--- src/rtl/alu.sv ---
// 8-bit four-unit ALU (arithmetic, shifter, comparator, logic) with a registered 16-bit result.
// Optional status flags are built only when ALU_FLAGS_EN is defined.
module alu (
    input  logic        clk,
    input  logic        rst,
    input  logic [1:0]  m,
    input  logic [1:0]  s,
    input  logic [7:0]  X,
    input  logic [7:0]  Y,
`ifdef ALU_FLAGS_EN
    output logic [3:0]  flags,
`endif
    output logic [15:0] Z
);

    logic [8:0]  sum;
    logic [15:0] diff;
    logic [15:0] prod;
    logic [7:0]  shift_r;
    logic [7:0]  logic_r;
    logic [15:0] z_next;

    assign sum  = {1'b0, X} + {1'b0, Y};
    // Zero-extending both operands to 16 bits makes a negative difference sign-extend naturally.
    assign diff = {8'h00, X} - {8'h00, Y};
    assign prod = {8'h00, X} * {8'h00, Y};

    always_comb begin
        shift_r = 8'h00;
        case (m)
            2'b00:   shift_r = {X[6:0], 1'b0};
            2'b01:   shift_r = {1'b1, X[7:1]};
            2'b10:   shift_r = {X[6:0], X[7]};
            default: shift_r = {X[0], X[7:1]};
        endcase
    end

    always_comb begin
        logic_r = 8'h00;
        case (m)
            2'b00:   logic_r = X & Y;
            2'b01:   logic_r = X | Y;
            2'b10:   logic_r = ~X;
            default: logic_r = X ^ Y;
        endcase
    end

    always_comb begin
        z_next = 16'h0000;
        case (s)
            2'b00: begin
                case (m)
                    2'b00:   z_next = {7'd0, sum};
                    2'b01:   z_next = diff;
                    2'b10:   z_next = prod;
                    default: z_next = 16'h0000;
                endcase
            end
            2'b01:   z_next = {8'h00, shift_r};
            2'b10:   z_next = {13'd0, (X < Y), (X == Y), (X > Y)};
            default: z_next = {8'h00, logic_r};
        endcase
    end

    always_ff @(posedge clk or posedge rst) begin
        if (rst) begin
            Z <= 16'h0000;
        end else begin
            Z <= z_next;
        end
    end

`ifdef ALU_FLAGS_EN
    logic       shift_out;
    logic       carry_next;
    logic [3:0] flags_next;

    // Left moves drop/rotate bit 7, right moves drop/rotate bit 0.
    assign shift_out = m[0] ? X[0] : X[7];

    always_comb begin
        carry_next = 1'b0;
        if (s == 2'b00) begin
            case (m)
                2'b00:   carry_next = sum[8];
                2'b01:   carry_next = (X < Y);
                default: carry_next = 1'b0;
            endcase
        end
    end

    always_comb begin
        flags_next    = 4'h0;
        flags_next[0] = (z_next == 16'h0000);
        flags_next[1] = z_next[15];
        flags_next[2] = carry_next;
        flags_next[3] = (s == 2'b01) ? shift_out : 1'b0;
    end

    always_ff @(posedge clk or posedge rst) begin
        if (rst) begin
            flags <= 4'h0;
        end else begin
            flags <= flags_next;
        end
    end
`endif

endmodule

--- config.mk ---
export PLATFORM = sky130hd
export DESIGN_NAME = alu
export DESIGN_NICKNAME = d
export VERILOG_FILES = /design/src/rtl/alu.sv
export SDC_FILE = /design/constraint.sdc
export NUM_CORES = 1
export LEC_CHECK = 0
export CAP_MARGIN = 5
export CORE_MARGIN = 4
export CORE_UTILIZATION = 64
export CTS_BUF_LIST = sky130_fd_sc_hd__clkbuf_4
export CTS_CLUSTER_SIZE = 30
export DETAILED_ROUTE_END_ITERATION = 7
export MAX_ROUTING_LAYER = met4
export PLACE_DENSITY_LB_ADDON = 0.1
export SETUP_SLACK_MARGIN = 0.3
export SYNTH_ARGS = -nofsm -noshare
export SYNTH_HDL_FRONTEND = slang
export SYNTH_SLANG_ARGS = --single-unit
export TNS_END_PERCENT = 50
--- constraint.sdc ---
create_clock -name clk -period 0.8 [get_ports clk]
set_input_delay 0.16 -clock clk [delete_from_list [all_inputs] [get_ports clk]]
set_output_delay 0.16 -clock clk [all_outputs]
set_load 0.005 [all_outputs]
==> results of run 1 <==
==> kinds of logic after synthesis <==
| group | Yosys count | synth area share |
|---|---|---|
| buffers and inverters | 88 | 0.103 |
| multiplexers | 10 | 0.0501 |
| AO/OA/AOI/OAI | 102 | 0.171 |
| AND/OR/NAND/NOR | 121 | 0.139 |
| XOR/XNOR | 16 | 0.0367 |
| flip-flops | 16 | 0.105 |
| adder cells (fa/ha/maj) | 98 | 0.395 |
==> metrics by stage <==
stage	instance area (um2)	hold slack (ps)	std cells
after floorplan	4070	73.7	451
after detailed placement	5220	517	650
after global placement	5220	487	650
==> cells in the mapped netlist, drive strengths merged, types with 6 or more instances <==
cell type,count
inv,73
ha,60
nor2,57
fa,38
o21ai,34
nand2,33
a21oi,18
dfrtp,16
xnor2,9
o211ai,8
a21o,7
buf,7
mux4,7
xor2,7
nor2b,6
==> flow_summary_export.csv, run 1 <==
group,metric,value,unit
cts,cts_hold_buf,0,
floorplanning,rows,27,
floorplanning,die_w,85.3,um
synthesis,syn-cell-area,3820,um2
floorplanning,start_util,0.678,
cts,root_buffer,"clkbuf_4",
cts,h-tree-depth,1,
synthesis,synth_top_area_cell,"fa_1",
cts,post_cts_resized,172,
outcome,error_line,"[ERROR DPL-0033] detailed placement checks failed during check placement.",
cts,cts_setup_buffers,21,
synthesis,synth-seq-area-share,0.105,
cts,clockBufferDepth,2,
synthesis,synth_top_area_share,0.199,
floorplanning,die_h,85.3,um
placed_design,dp.final_hpwl,11800,um
synthesis,synthArstFlopShare,1.00,
synthesis,yosys_warnings,0,
cts,numCtsBuffers,3,
synthesis,yosysUniqueCellTypes,56,
synthesis,netlist_top_cells_area,"fa_1 20%, ha_1 20%, dfrtp_1 10%",
synthesis,synth-edff-count,0,
placed_design,io_buffer_count,37,
synthesis,synth_area_per_cell,8.48,um2
floorplanning,ioPinCount,38,
synthesis,synth_top_flop_cell,"dfrtp_1",
outcome,outcome,"did not finish",
synthesis,synth_fp_nets,571,
outcome,failing_step,"4_1_cts",
synthesis,synthCells,451,
placed_design,gp_congestion,0.982,
cts,clock_sinks,16,
placed_design,post-place-ws,-3830,ps
synthesis,synth-seq-cells,16,
==> inputs of run 2 (changes only) <==
CORE_UTILIZATION = 40   (was 64)
CTS_BUF_LIST = unset   (was sky130_fd_sc_hd__clkbuf_4)
CTS_CLUSTER_SIZE = unset   (was 30)
MAX_ROUTING_LAYER = unset   (was met4)
PLACE_DENSITY_LB_ADDON = 0.15   (was 0.1)
SETUP_SLACK_MARGIN = unset   (was 0.3)
==> run 2 against run 1 <==
The flow now finishes, with violations (setup timing). Synthesized area stayed put. Synthesized cell count is the same.
==> flow_summary_export.csv, run 2 <==
group,metric,value,unit
outcome,outcome,"finished with violations",
outcome,violations,"setup timing",
cts,path_clk_slew,60,ps
timing,finalCritPeriodShare,4.67,
route,first_pass_iters,5,
synthesis,synth-edff-count,0,
synthesis,yosysMostFrequentCell,"inv_1",
cts,root_buffer,"clkbuf_8",
cts,clockBufferDepth,2,
cts,clock_sinks,16,
synthesis,synth_top_area_share,0.199,
floorplanning,rows,35,
timing,hold_viol,0,
route,drtIter0Drc,151,
worst_setup_path,criticalPathCategory,"in -> reg",
global_routing,met1_usage,0.321,
cells_and_area,largest_reg_flops,16,
synthesis,synthMuxAreaShare,0.0501,
timing,tightest_slew,390,ps
synthesis,synth-seq-cells,16,
cells_and_area,reg_top3,"Z (16)",
synthesis,synth-simple-area-share,0.139,
synthesis,synth_area_per_cell,8.48,um2
synthesis,synth_top_area_cell,"fa_1",
worst_setup_path,critPathMaxFanout,4,
worst_setup_path,critPathArrivalTime,3870,ps
route,drt_wl_total,13100,um
synthesis,yosys_warnings,0,
cts,h-tree-depth,1,
synthesis,synth_fp_nets,571,
timing,whs,223,ps
global_routing,busiest_layer,"met2",
placed_design,io_buffer_count,37,
global_routing,met3_usage,0.0147,
floorplanning,die_h,106,um
cells_and_area,fin_util,0.679,
global_routing,track_usage,0.232,
cells_and_area,final_common_cell,"buf_4",
floorplanning,core_area,9280,um2
timing,layout_setup_ws,-2940,ps
synthesis,synthCells,451,
timing,slew_headroom,0.739,
cells_and_area,antenna_cells,0,
cells_and_area,final_nets,756,
global_routing,grt_pass1_wl,20600,um
floorplanning,die_area,11200,um2
floorplanning,start_util,0.412,
min_path,min_path_type,"in -> async",
cts,cts_tree,"yes",
timing,timing.final.setup_violations,32,
cts,numCtsBuffers,3,
placed_design,post-place-ws,-3680,ps
global_routing,antenna_found_initial,0,
synthesis,synthArstFlopShare,1.00,
route,drtAntennaViolNets,0,
job,drv_cap,0,
global_routing,grt_pass1_vias,4035,
cells_and_area,final_cell_mix,"131 x buf_4, 48 x inv_1, 33 x fa_1",
synthesis,yosysUniqueCellTypes,56,
cells_and_area,syn_to_final_growth,64.9,%
timing,slew_violations,0,
pwr,power.leakage,0.00293,uW
pwr,peakVddDrop,1.04,mV
route,drc,0,
placed_design,gp_congestion,0.855,
global_routing,grt-ovfl-total,0,
global_routing,met2_usage,0.401,
synthesis,synth_compound_gate_area_share,0.171,
timing,rsz0062_at_grt,"true",
pwr,power_density,1740,nW/um2
synthesis,synth_fa_ha_area_frac,0.395,
worst_setup_path,critPathRequiredTime,930,ps
placed_design,dp.final_hpwl,10100,um
worst_setup_path,end_kind,"flop",
route,wl_per_cell,17.2,um
synthesis,synthTopCellsByCount,"73 x inv_1, 60 x ha_1, 57 x nor2_1, 38 x fa_1",
timing,post-route-min-period,3740,ps
timing,max_freq,268,MHz
synthesis,synth-xor-area-share,0.0366,
synthesis,synth_top_flop_cell,"dfrtp_1",
route,via_per_inst,5.10,
cts,cts_hold_buf,0,
synthesis,syn-cell-area,3820,um2
timing,fin_tns_setup,-38060,ps
cells_and_area,largest-register,"Z",
floorplanning,die_w,106,um
synthesis,synth-seq-area-share,0.105,
global_routing,grt_max_degree,17,
synthesis,synth_top_family_by_area,"adder cells",
route,vias,3894,
cells_and_area,layout-drive-gt1-share,0.517,
floorplanning,ioPinCount,38,
synthesis,netlist_top_cells_area,"fa_1 20%, ha_1 20%, dfrtp_1 10%",
worst_setup_path,setup.worst_path.start_class,"primary input",
run 2: cell counts after synthesis:
No cell type changed its count.
run 2: how the worst max path moves through the flow:
| stage | end | start | cells after the start |
|---|---|---|---|
| after floorplan | Z[13]$_DFF_PP0_ | X[3] | 15 |
| after global placement | Z[13]$_DFF_PP0_ | X[2] | 16 |
| after detailed placement | Z[15]$_DFF_PP0_ | X[1] | 16 |
| after CTS | Z[13]$_DFF_PP0_ | Y[2] | 16 |
| after global routing | Z[13]$_DFF_PP0_ | Y[4] | 18 |
| final | Z[7]$_DFF_PP0_ | Y[4] | 19 |
run 2: routing by layer:
metal | up-vias | part of all wire
li1 | 1883 | -
met1 | 1897 | 0.45
met2 | 94 | 0.49
met3 | 20 | 0.044
met4 | 0 | 0.018
met5 | - | 0
run 2: metrics by stage:
stage	instance area (um2)	total power [uW]	std cells
2_1_floorplan	4020	5640	451
3_3_place_gp	5300	8040	716
3_5_place_dp	5300	8210	716
4_1_cts	6110	10000	746
5_1_grt	6310	11900	763
6_report	6310	11000	763
run 2: logic make-up after synthesis:
kind of cell,count (synthesis)
mux,10
flops,16
buf+inv,88
compound gates,102
simple gates,121
xor+xnor,16
fa+ha+maj,98
run 2: what timing repair did:
| item | in CTS | in global routing |
|---|---|---|
| resized for setup | 246 | 46 |
| setup endpoints to repair | 32 | 32 |
| setup buffers | 28 | 18 |
| pin swaps | 77 | 37 |
run 2: worst max-delay path, cell delays in order:
cell	delay [ps]
buf_8	100
clkinvlp_4	80
buf_12	110
buf_6	100
nor2_4	30
fa_2	380
fa_1	510
ha_4	290
inv_2	40
fa_1	550
inv_2	60
ha_4	300
a211o_1	140
o211ai_1	170
buf_4	190
nand3_2	50
o41ai_2	70
a32o_1	200
a311o_1	310
run 2: layout make-up:
type	count	area [um2]
Multi-Input combinational cell	347	3760
Fill cell	731	2980
Tap cell	129	161
Inverter	76	342
Timing Repair Buffer	192	1610
Clock buffer	3	41.3
Sequential cell	16	400
run 2: power by group:
part	switching (uW)	internal, uW
clock	257	334
combinational	4550	4900
sequential	21.9	905
(Power assumes the default switching activity.)
